## src/rtl/dcache_tag_ctrl.sv

```systemverilog
// dcache_tag_ctrl: tag RAM front-end with invalidation sweep, tag updates and pipelined lookups.
// Define DCACHE_TAG_PARITY_EN to store and check even parity in bit TAG_WIDTH+2.
module dcache_tag_ctrl #(
    parameter int SET_WIDTH  = 7,
    parameter int TAG_WIDTH  = 20,
    parameter int NUM_COL    = 4,
    parameter int COL_WIDTH  = 8,
    parameter int DATA_WIDTH = NUM_COL * COL_WIDTH
) (
    input  logic                  clk,
    input  logic                  rst,
    input  logic                  flush_req,
    output logic                  busy,
    input  logic                  lkp_req,
    output logic                  lkp_ready,
    input  logic [SET_WIDTH-1:0]  lkp_set,
    input  logic [TAG_WIDTH-1:0]  lkp_tag,
    output logic                  rsp_valid,
    output logic                  rsp_hit,
    output logic                  rsp_dirty,
    output logic [TAG_WIDTH-1:0]  rsp_tag,
    input  logic                  upd_req,
    input  logic [SET_WIDTH-1:0]  upd_set,
    input  logic [TAG_WIDTH-1:0]  upd_tag,
    input  logic                  upd_valid,
    input  logic                  upd_dirty,
    output logic                  par_err,
    output logic                  ram_req,
    output logic [NUM_COL-1:0]    ram_wr_en,
    output logic [SET_WIDTH-1:0]  ram_addr,
    output logic [DATA_WIDTH-1:0] ram_wdata,
    input  logic [DATA_WIDTH-1:0] ram_rdata
);
    typedef enum logic {SWEEP, IDLE} state_e;
    state_e                 state_q, state_d;
    logic [SET_WIDTH-1:0]   cnt_q, cnt_d;
    logic                   pend_q, pend_d;
    logic [TAG_WIDTH-1:0]   tag_q, tag_d;
    logic                   idle, wr_upd, lkp_fire, par_w, par_bad;
    logic [TAG_WIDTH+1:0]   upd_ent;
    logic                   unused_rdata;

    always_ff @(posedge clk) begin
        if (rst) begin
            state_q <= SWEEP;
            cnt_q   <= '0;
            pend_q  <= 1'b0;
            tag_q   <= '0;
        end else begin
            state_q <= state_d;
            cnt_q   <= cnt_d;
            pend_q  <= pend_d;
            tag_q   <= tag_d;
        end
    end

    always_comb begin
        state_d = state_q;
        cnt_d   = cnt_q;
        if (state_q == SWEEP) begin
            cnt_d   = cnt_q + SET_WIDTH'(1);
            state_d = &cnt_q ? IDLE : SWEEP;
        end else if (flush_req) begin
            cnt_d   = '0;
            state_d = SWEEP;
        end
        pend_d = lkp_fire;
        tag_d  = lkp_fire ? lkp_tag : tag_q;
    end

    always_comb begin
        idle      = state_q == IDLE;
        busy      = !idle;
        wr_upd    = idle & !flush_req & upd_req;
        lkp_ready = idle & !flush_req & !upd_req;
        lkp_fire  = lkp_ready & lkp_req;
        upd_ent   = {upd_dirty, upd_valid, upd_tag};
`ifdef DCACHE_TAG_PARITY_EN
        par_w     = ^upd_ent;
        par_bad   = ^ram_rdata[TAG_WIDTH+2:0];
`else
        par_w     = 1'b0;
        par_bad   = 1'b0;
`endif
        ram_req   = !idle | wr_upd | lkp_fire;
        ram_wr_en = (!idle | wr_upd) ? '1 : '0;
        ram_addr  = !idle ? cnt_q : upd_req ? upd_set : lkp_set;
        ram_wdata = wr_upd ? DATA_WIDTH'({par_w, upd_ent}) : '0;
        // The RAM returns the data one cycle after the accepted lookup.
        rsp_valid = pend_q;
        rsp_hit   = pend_q & ram_rdata[TAG_WIDTH] & (ram_rdata[TAG_WIDTH-1:0] == tag_q) & !par_bad;
        rsp_dirty = pend_q & ram_rdata[TAG_WIDTH+1];
        rsp_tag   = pend_q ? ram_rdata[TAG_WIDTH-1:0] : '0;
        par_err   = pend_q & par_bad;
        unused_rdata = ^ram_rdata;
    end
endmodule

```

## config.mk

```make
export PLATFORM = sky130hd
export DESIGN_NAME = dcache_tag_ctrl
export DESIGN_NICKNAME = d
export VERILOG_FILES = /design/src/rtl/dcache_tag_ctrl.sv
export SDC_FILE = /design/constraint.sdc
export NUM_CORES = 1
export LEC_CHECK = 0
export BUFFER_PORTS_ARGS = -buffer_cell sky130_fd_sc_hd__buf_4
export CAP_MARGIN = 5
export CORE_MARGIN = 4
export CORE_UTILIZATION = 35
export CTS_CLUSTER_DIAMETER = 30
export DETAILED_ROUTE_END_ITERATION = 10
export PLACE_DENSITY = 0.75
export SLEW_MARGIN = 30
export SYNTH_ARGS = -nofsm -noshare
export SYNTH_HDL_FRONTEND = slang
export SYNTH_SLANG_ARGS = --single-unit
```

## constraint.sdc

```tcl
create_clock -name clk -period 1.8 [get_ports clk]
set_clock_uncertainty 0.15 [all_clocks]
set_input_delay 0.18 -clock clk [delete_from_list [all_inputs] [get_ports clk]]
set_output_delay 0.18 -clock clk [all_outputs]
set_load 0.005 [all_outputs]
```

==> results.json, run 1 <==
{
  "status": "finished, violations left",
  "violations": "negative setup slack",
  "period_needed_ns": 1.880,
  "stdcell_area_um2": 3107,
  "cts_tree": "yes",
  "initial_core_util_pct": 36.20,
  "regArea_um2": 585.6,
  "htree_levels": 2,
  "cts_max_path_buffers": 2,
  "yosys_warnings": 0,
  "synthCells": 250,
  "dieArea_um2": 6546,
  "layout.cells.most_common": "buf_4",
  "fin_crit_sh_pct": 104.4,
  "place_area_um2": 2912,
  "clk_pin_slew_ns": 0.06,
  "drt_iter0_drc": 74,
  "slew_violations": 0,
  "grt_usage_pct": 18.94,
  "swShare_pct": 21.78,
  "coreArea_um2": 5140,
  "final_cell_mix": "buf_4, nand2_1, a21oi_1",
  "grt_max_degree": 30,
  "synthXorXnorAreaFrac_pct": 9.415,
  "ir_drop_uv": 279.8,
  "avgViaCountPerCell": 4.746,
  "cts_root_buf": "clkbuf_8",
  "arrival_ns": 1.55,
  "synth_adder_area_share_pct": 0.6725,
  "die_y_um": 80.91,
  "crit_path_end_kind": "output port",
  "firstDrtPassIters": 4,
  "setup_viol": 1,
  "tns_ns": -0.07986,
  "drt-wirelength-per-cell_um": 13.54,
  "drive_gt1_share_pct": 41.27,
  "power.share.sequential_pct": 45.9,
  "hold_class": "in2reg",
  "overflow": 0,
  "antenna_found_initial": 0,
  "vias": 2207,
  "fin_nets": 489,
  "grt_pass1_vias": 2136,
  "holdWs_ns": 0.009909,
  "synth-compound-area-share_pct": 11.70,
  "area_growth_pct": 66.98,
  "intPower_mw": 1.112,
  "power_density_nw_per_um2": 457.7,
  "synthMuxAreaShare_pct": 3.766,
  "synth_flop_cell": "dfxtp_1",
  "clk_latency_ns": 0.27,
  "route.antenna.remaining_nets": 0,
  "io_buffers": 141,
  "required_ns": 1.47,
  "grt_pass1_wl_mm": 9.653,
  "drv_cap": 0,
  "num_antenna_cells": 0,
  "synth.avg_cell_area_um2": 7.442,
  "die_x_um": 80.91,
  "mappedNetlistArea_um2": 1861,
  "hpwl_mm": 5.029,
  "pin_count": 163,
  "multi_input_area_um2": 1135,
  "clock-sinks": 29,
  "routed_wl_mm": 6.296,
  "hold_violations": 0,
  "nFillCells": 482,
  "synth_edf_count": 0,
  "synth-simple-area-share_pct": 32.89,
  "async_flop_share_pct": 0,
  "cp-start-kind": "register",
  "place_ws_ns": 0.1825,
  "num_rows": 26,
  "p_sw_uw": 309.7,
  "crit_type": "reg2out",
  "power.leakage_nw": 1.537,
  "yosysSeqAreaShare_pct": 31.20,
  "cp_max_fo": 2,
  "cts-buffers-inserted": 5,
  "synth_seq_cells": 29,
  "gp_congestion": 0.7472,
  "p_comb_share_pct": 17.5,
  "p_clk_share_pct": 36.6,
  "rsz0062_at_grt": "true",
  "drcViolationCount": 0,
  "synthDistinctLibCells": 30,
  "setup_slack_ns": -0.07986,
  "synth_top_family_by_area": "simple AND/OR/NAND/NOR gates",
  "fmax_mhz": 532.0
}
[path summary, 6_finish.rpt]
| check | startpoint | endpoint | slack, ns | cells after the start |
|---|---|---|---|---|
| hold reg to reg | tag_q[11]$_SDFFE_PP0P_ | tag_q[11]$_SDFFE_PP0P_ | 0.31 | 2 |
| setup reg to reg | idle$_SDFF_PP0_ | tag_q[0]$_SDFFE_PP0P_ | 0.28 | 4 |
| setup / recovery | tag_q[11]$_SDFFE_PP0P_ | rsp_hit | -0.08 | 5 |
| hold / removal | lkp_tag[9] | tag_q[9]$_SDFFE_PP0P_ | 0.01 | 3 |
[cell families (layout without fill, tap and decap cells)]
group                    count (synthesis)  in the layout
AO/OA/AOI/OAI                           41             41
XOR/XNOR                                20             20
adder cells (fa/ha/maj)                  1              1
buffers and inverters                   31            166
flip-flops                              29             29
multiplexers                             7              7
other                                    1             11
AND/OR/NAND/NOR                        120            120
[power by group through the flow]
| stage | clock network, mW | registers [mW] | logic, mW |
|---|---|---|---|
| floorplan | 0 | 0.666 | 0.0844 |
| global placement | 0 | 0.667 | 0.229 |
| detailed placement | 0 | 0.667 | 0.231 |
| CTS | 0.544 | 0.653 | 0.249 |
| global route | 0.573 | 0.654 | 0.273 |
| finish | 0.520 | 0.653 | 0.249 |
[cell usage after synthesis, drive strengths merged, types with 2 or more instances]
cell type | number | area (µm²)
xnor2 | 12 | 105.1
and2 | 22 | 138.9
a31oi | 2 | 12.51
buf | 19 | 142.6
a21oi | 31 | 155.2
mux2i | 7 | 70.07
xor2 | 8 | 70.07
nand4 | 5 | 31.28
nor4 | 3 | 18.77
clkbuf | 11 | 42.54
and3 | 24 | 150.1
a22oi | 2 | 15.01
nand2 | 46 | 172.7
dfxtp | 29 | 580.6
o21ai | 4 | 20.02
nor2 | 16 | 67.56
[sequential cells by signal, summed over array words and instances, names as in the netlist]
name,count
tag_q,20
rsp_valid,1
idle,1
cnt_q,7
[through the flow]
step / power, mW / utilization, % / std cells
global placement: 0.8954 / 56.65 / 448
finish: 1.422 / 60.44 / 465
global route: 1.499 / 60.44 / 465
detailed placement: 0.8985 / 56.65 / 448
CTS: 1.446 / 60.30 / 465
floorplan: 0.7499 / - / 260
[critical path: stages, from the launching register on]
cell and delay [ns]:
dfxtp_2 0.32, xor2_1 0.13, nor4_1 0.26, nand4_1 0.14
nor4_2 0.27, buf_4 0.15
[routing by layer]
layer / GRT usage, % / routed length [µm]
met5: 0 / 0
met1: 19.64 / 2271
met2: 34.24 / 3102
met3: 8.869 / 863
met4: 4.899 / 59
[cell type report]
cell class	count	area share, %
well taps	70	2.819
repair buffers	158	38.90
flip-flops and latches	29	18.85
clock buffers	7	2.779
multi-input cells	200	36.53
inverters	1	0.1208
[what timing repair did]
item                                    CTS  global route
resized for setup                         3             2
buffers inserted                          1             0
endpoints found under the setup margin   17             5
pin swaps                                 6             1
hold buffers                              9             0
endpoints found under the hold margin     9             0
Note: power is estimated with default switching activity, not from simulation.
==> inputs of run 2 (changes only) <==
--- a/config.mk
+++ b/config.mk
@@ -12,6 +12,7 @@
 export CTS_CLUSTER_DIAMETER = 30
 export DETAILED_ROUTE_END_ITERATION = 10
 export PLACE_DENSITY = 0.75
+export SKIP_CTS_REPAIR_TIMING = 1
 export SLEW_MARGIN = 30
 export SYNTH_ARGS = -nofsm -noshare
 export SYNTH_HDL_FRONTEND = slang
==> run 2 against run 1 <==
  * The run still ends with negative setup slack left
  * Largest power group unchanged
  * Critical path type unchanged
  * Sequential share of layout area up 0.18 points
  * Clock-buffer cell count unchanged
  * Combinational power down 4%
  * Clock power about the same
==> results.json, run 2 (synthesized netlist as in run 1, its figures left out) <==
{
  "route.antenna.remaining_nets": 0,
  "coreArea_um2": 5140,
  "grt_pass1_wl_mm": 9.308,
  "die_x_um": 80.91,
  "violations": "negative setup slack",
  "ir_drop_uv": 281.3,
  "fmax_mhz": 521.7,
  "hold_violations": 0,
  "fin_crit_sh_pct": 106.5,
  "clk_pin_slew_ns": 0.06,
  "required_ns": 1.47,
  "num_antenna_cells": 0,
  "arrival_ns": 1.59,
  "status": "finished, violations left",
  "area_growth_pct": 64.36,
  "die_y_um": 80.91,
  "initial_core_util_pct": 36.20,
  "crit_family": "simple AND/OR/NAND/NOR gates",
  "crit_type": "reg2out",
  "hpwl_mm": 5.029,
  "intPower_mw": 1.104,
  "antenna_found_initial": 0,
  "clk_latency_ns": 0.27,
  "rsz0062_at_grt": "true",
  "grt_max_degree": 30,
  "drcViolationCount": 0,
  "num_rows": 26,
  "place_area_um2": 2912,
  "power.total_mw": 1.412,
  "cts_root_buf": "clkbuf_8",
  "crit_path_end_kind": "output port",
  "swShare_pct": 21.80,
  "nFillCells": 486,
  "critical-path-max-stage-delay_ns": 0.32,
  "period_needed_ns": 1.917,
  "power.leakage_nw": 1.524,
  "drive_gt1_share_pct": 41.43,
  "instances_no_fill": 461,
  "p_sw_uw": 307.7,
  "largest_reg_flops": 20,
  "io_buffers": 141,
  "final_cell_mix": "buf_4, nand2_1, a21oi_1",
  "drt-wirelength-per-cell_um": 13.52,
  "power.share.sequential_pct": 46.3,
  "crit_chain": "xor2_1, nor4_1, nand4_1, nor4_2, buf_4",
  "cts_max_path_buffers": 2,
  "routed_wl_mm": 6.235,
  "setup_slack_ns": -0.1168,
  "dp.cells": 448,
  "drv_cap": 0,
  "firstDrtPassIters": 4,
  "setup_viol": 1,
  "overflow": 0,
  "drt_iter0_drc": 72,
  "hold_class": "in2reg",
  "power_density_nw_per_um2": 461.6,
  "cp_slowest_cell": "dfxtp_1",
  "holdWs_ns": 0.002908,
  "dieArea_um2": 6546,
  "grt_pass1_vias": 2054,
  "grt_usage_pct": 18.27,
  "cts_tree": "yes",
  "tns_ns": -0.1168,
  "slew_violations": 0,
  "place_ws_ns": 0.1825,
  "pin_count": 163,
  "fin_nets": 485,
  "fin_util_pct": 59.49,
  "cts-buffers-inserted": 5,
  "clock-sinks": 29,
  "layout.cells.most_common": "buf_4",
  "p_clk_share_pct": 36.8,
  "reg_top3": "tag_q: 20 flops, cnt_q: 7 flops",
  "vias": 2178,
  "avgViaCountPerCell": 4.725,
  "cp_max_fo": 2,
  "p_comb_share_pct": 16.9,
  "gp_congestion": 0.7472,
  "largest-register": "tag_q",
  "stdcell_area_um2": 3058,
  "path_buf_inv": 1,
  "htree_levels": 2,
  "cp-start-kind": "register"
}
## run 2: tightest hold or removal path, cell delays in order
cell	delay, ns
buf_4	0.11
nand2_1	0.04
a21oi_1	0.05
## run 2: routing by layer
metal,vias up,track usage (%),wire (µm),part of all wire [%]
met2,124,32.18,3046,49
met1,957,18.96,2241,36
met5,-,0,0,0
met3,6,9.534,888,14
li1,1091,-,-,-
met4,0,4.899,59,0.95
## run 2: final timing paths
| path | from | endpoint | slack [ns] | cells after the start |
|---|---|---|---|---|
| min | lkp_tag[12] | tag_q[12]$_SDFFE_PP0P_ | 0.003 | 3 |
| min reg2reg | tag_q[11]$_SDFFE_PP0P_ | tag_q[11]$_SDFFE_PP0P_ | 0.32 | 2 |
| max | tag_q[7]$_SDFFE_PP0P_ | rsp_hit | -0.12 | 5 |
| max reg2reg | idle$_SDFF_PP0_ | tag_q[0]$_SDFFE_PP0P_ | 0.27 | 4 |
## run 2: area by class of cell
cell class                      instances  area, µm²  area share, %
Timing Repair Buffer                  154       1164          38.05
Tap cell                               70      87.58          2.864
Inverter                                1      3.754         0.1227
Multi-Input combinational cell        200       1135          37.11
Clock buffer                            7      86.33          2.823
Sequential cell                        29      581.8          19.03
## run 2: power by group through the flow
stage | Combinational (mW) | Sequential [mW] | Clock [mW]
5_1_grt | 0.263 | 0.654 | 0.573
3_3_place_gp | 0.229 | 0.667 | 0
4_1_cts | 0.232 | 0.653 | 0.544
2_1_floorplan | 0.0844 | 0.666 | 0
3_5_place_dp | 0.231 | 0.667 | 0
6_report | 0.238 | 0.654 | 0.519
==> inputs of run 3 (changes only) <==
--- a/config.mk
+++ b/config.mk
@@ -7,6 +7,7 @@
 export LEC_CHECK = 0
 export BUFFER_PORTS_ARGS = -buffer_cell sky130_fd_sc_hd__buf_4
 export CAP_MARGIN = 5
+export CORE_ASPECT_RATIO = 1.4
 export CORE_MARGIN = 4
 export CORE_UTILIZATION = 35
 export CTS_CLUSTER_DIAMETER = 30
==> run 3 against run 2 <==
  * The run ends with negative hold slack, negative setup slack left
  * Power down 0.51%
  * First-iteration DRC count up 17%
  * Global-route usage up 1.3 points
  * Routed wire length up 7.2%
  * Sequential cell count unchanged
  * Sequential share of layout area up 0.057 points
  * Combinational power about the same
  * Worst setup slack better by 0.0039 ns
  * Clock power down 2%
  * Register-to-register slack better by 0.02 ns
  * Via count up 1.7%
  * Critical endpoint unchanged
==> results.json, run 3 (synthesized netlist as in run 1, its figures left out) <==
{
  "r2r_slack_ns": 0.29,
  "path_buf_inv": 1,
  "fmax_mhz": 522.8,
  "setup.worst_path.start": "tag_q[11]$_SDFFE_PP0P_",
  "route.antenna.remaining_nets": 0,
  "crit_family": "simple AND/OR/NAND/NOR gates",
  "num_antenna_cells": 0,
  "drt_iter0_drc": 84,
  "cp-start-kind": "register",
  "setup_slack_ns": -0.1129,
  "regArea_um2": 583.1,
  "clk_pin_slew_ns": 0.06,
  "die_x_um": 69.62,
  "firstDrtPassIters": 4,
  "antenna_found_initial": 0,
  "nFillCells": 519,
  "largest-register": "tag_q",
  "critical-path-max-stage-delay_ns": 0.32,
  "drive_gt1_share_pct": 42.31,
  "grt_pass1_vias": 2223,
  "crit_cells": 5,
  "drcViolationCount": 0,
  "slew_violations": 0,
  "cp_max_fo": 2,
  "status": "finished, violations left",
  "gp_congestion": 0.8035,
  "overflow": 0,
  "r2r_end": "cnt_q[6]$_SDFFE_PP0P_",
  "pin_count": 163,
  "power_density_nw_per_um2": 459.6,
  "clock-sinks": 29,
  "rsz0062_at_grt": "true",
  "cts_root_buf": "clkbuf_8",
  "crit_chain": "xor2_1, nor4_2, nand4_1, nor4_2, buf_4",
  "vias": 2215,
  "multi_input_area_um2": 1152,
  "cp_slowest_cell": "dfxtp_2",
  "cts_tree": "yes",
  "io_buffers": 141,
  "holdWs_ns": -0.01350,
  "crit_path_end_kind": "output port",
  "drv_cap": 0,
  "drt-wirelength-per-cell_um": 14.66,
  "largest_reg_flops": 20,
  "area_growth_pct": 64.22,
  "r2r_cells": 5,
  "routed_wl_mm": 6.685,
  "power.total_mw": 1.404,
  "instances_no_fill": 456,
  "reg_top3": "tag_q: 20 flops, cnt_q: 7 flops",
  "worstHoldStart": "lkp_tag[11]",
  "fin_crit_sh_pct": 106.3,
  "cts_max_path_buffers": 2,
  "coreArea_um2": 5159,
  "hold_class": "in2reg",
  "crit_type": "reg2out",
  "die_y_um": 94.27,
  "hpwl_mm": 5.320,
  "grt_max_degree": 30,
  "htree_levels": 2,
  "cts-buffers-inserted": 5,
  "endpoint": "rsp_hit",
  "period_needed_ns": 1.913,
  "required_ns": 1.47,
  "power.leakage_nw": 1.512,
  "grt_pass1_wl_mm": 10.34,
  "layout.cells.most_common": "buf_4",
  "hold_violations": 3,
  "clk_latency_ns": 0.27,
  "cpMostUsedCell": "nor4_2",
  "avgViaCountPerCell": 4.857,
  "violations": "negative hold slack, negative setup slack",
  "fin_nets": 483,
  "dieArea_um2": 6563,
  "ir_drop_uv": 309.5,
  "dp.cells": 442,
  "final_cell_mix": "buf_4, nand2_1, a21oi_1",
  "setup_viol": 1,
  "initial_core_util_pct": 36.07,
  "num_rows": 31,
  "grt_usage_pct": 19.56,
  "arrival_ns": 1.58,
  "timing.rr.start": "cnt_q[0]$_SDFFE_PP0P_"
}
run 3: changes by cell type in the layout (fill, tap and decap cells not counted):
cell / before / now
buf_12: 0 / 1
buf_4: 151 / 148
clkbuf_8: 6 / 5
clkinv_2: 0 / 2
dfxtp_1: 28 / 27
dfxtp_2: 1 / 2
dlygate4sd3_1: 3 / 2
inv_1: 1 / 0
inv_2: 0 / 1
nor2_4: 1 / 2
nor4_1: 2 / 1
nor4_2: 1 / 2
run 3: area by class of cell:
cell class,count,area share (%)
Multi-Input combinational cell,201,37.72
Timing Repair Buffer,151,37.67
Sequential cell,29,19.08
Tap cell,66,2.703
Clock buffer,6,2.375
Clock inverter,2,0.3276
Inverter,1,0.1229
run 3: worst min path at each step:
stage          slack [ns]                endpoint  cells after the start
2_1_floorplan        0.17   tag_q[0]$_SDFFE_PP0P_                      2
3_3_place_gp         0.28  tag_q[13]$_SDFFE_PP0P_                      3
3_5_place_dp         0.29  tag_q[19]$_SDFFE_PP0P_                      3
4_1_cts             -0.01  tag_q[11]$_SDFFE_PP0P_                      3
5_1_grt             0.003  tag_q[17]$_SDFFE_PP0P_                      3
6_report            -0.01  tag_q[11]$_SDFFE_PP0P_                      3
run 3: metal layers:
| metal | vias up | track usage (%) | routed length (µm) |
|---|---|---|---|
| li1 | 1088 | - | - |
| met1 | 983 | 22.45 | 2530 |
| met3 | 8 | 5.996 | 737 |
| met2 | 136 | 34.47 | 3325 |
| met4 | 0 | 6.390 | 91 |
| met5 | - | 0 | 0 |
run 3: stage by stage:
stage               instance area (µm²)  setup slack, ns  util (%)  TNS [ns]
floorplan                          1898           0.3063         -         0
finish                             3055          -0.1129     59.23   -0.1129
global route                       3055          -0.2629     59.23   -0.2629
CTS                                2974          -0.1729     57.65   -0.8207
detailed placement                 2892           0.1410     56.05         0
global placement                   2892           0.1463     56.05         0
run 3: tightest hold or removal path: stages:
cell and delay (ns):
buf_4 0.11, nand2_1 0.04, a21oi_1 0.05
run 3: power breakdown:
group	total (mW)	internal, mW	leakage [nW]	switching, mW
sequential	0.653	0.647	0.235	0.00554
clock	0.511	0.267	0.0450	0.244
combinational	0.240	0.153	1.23	0.0873
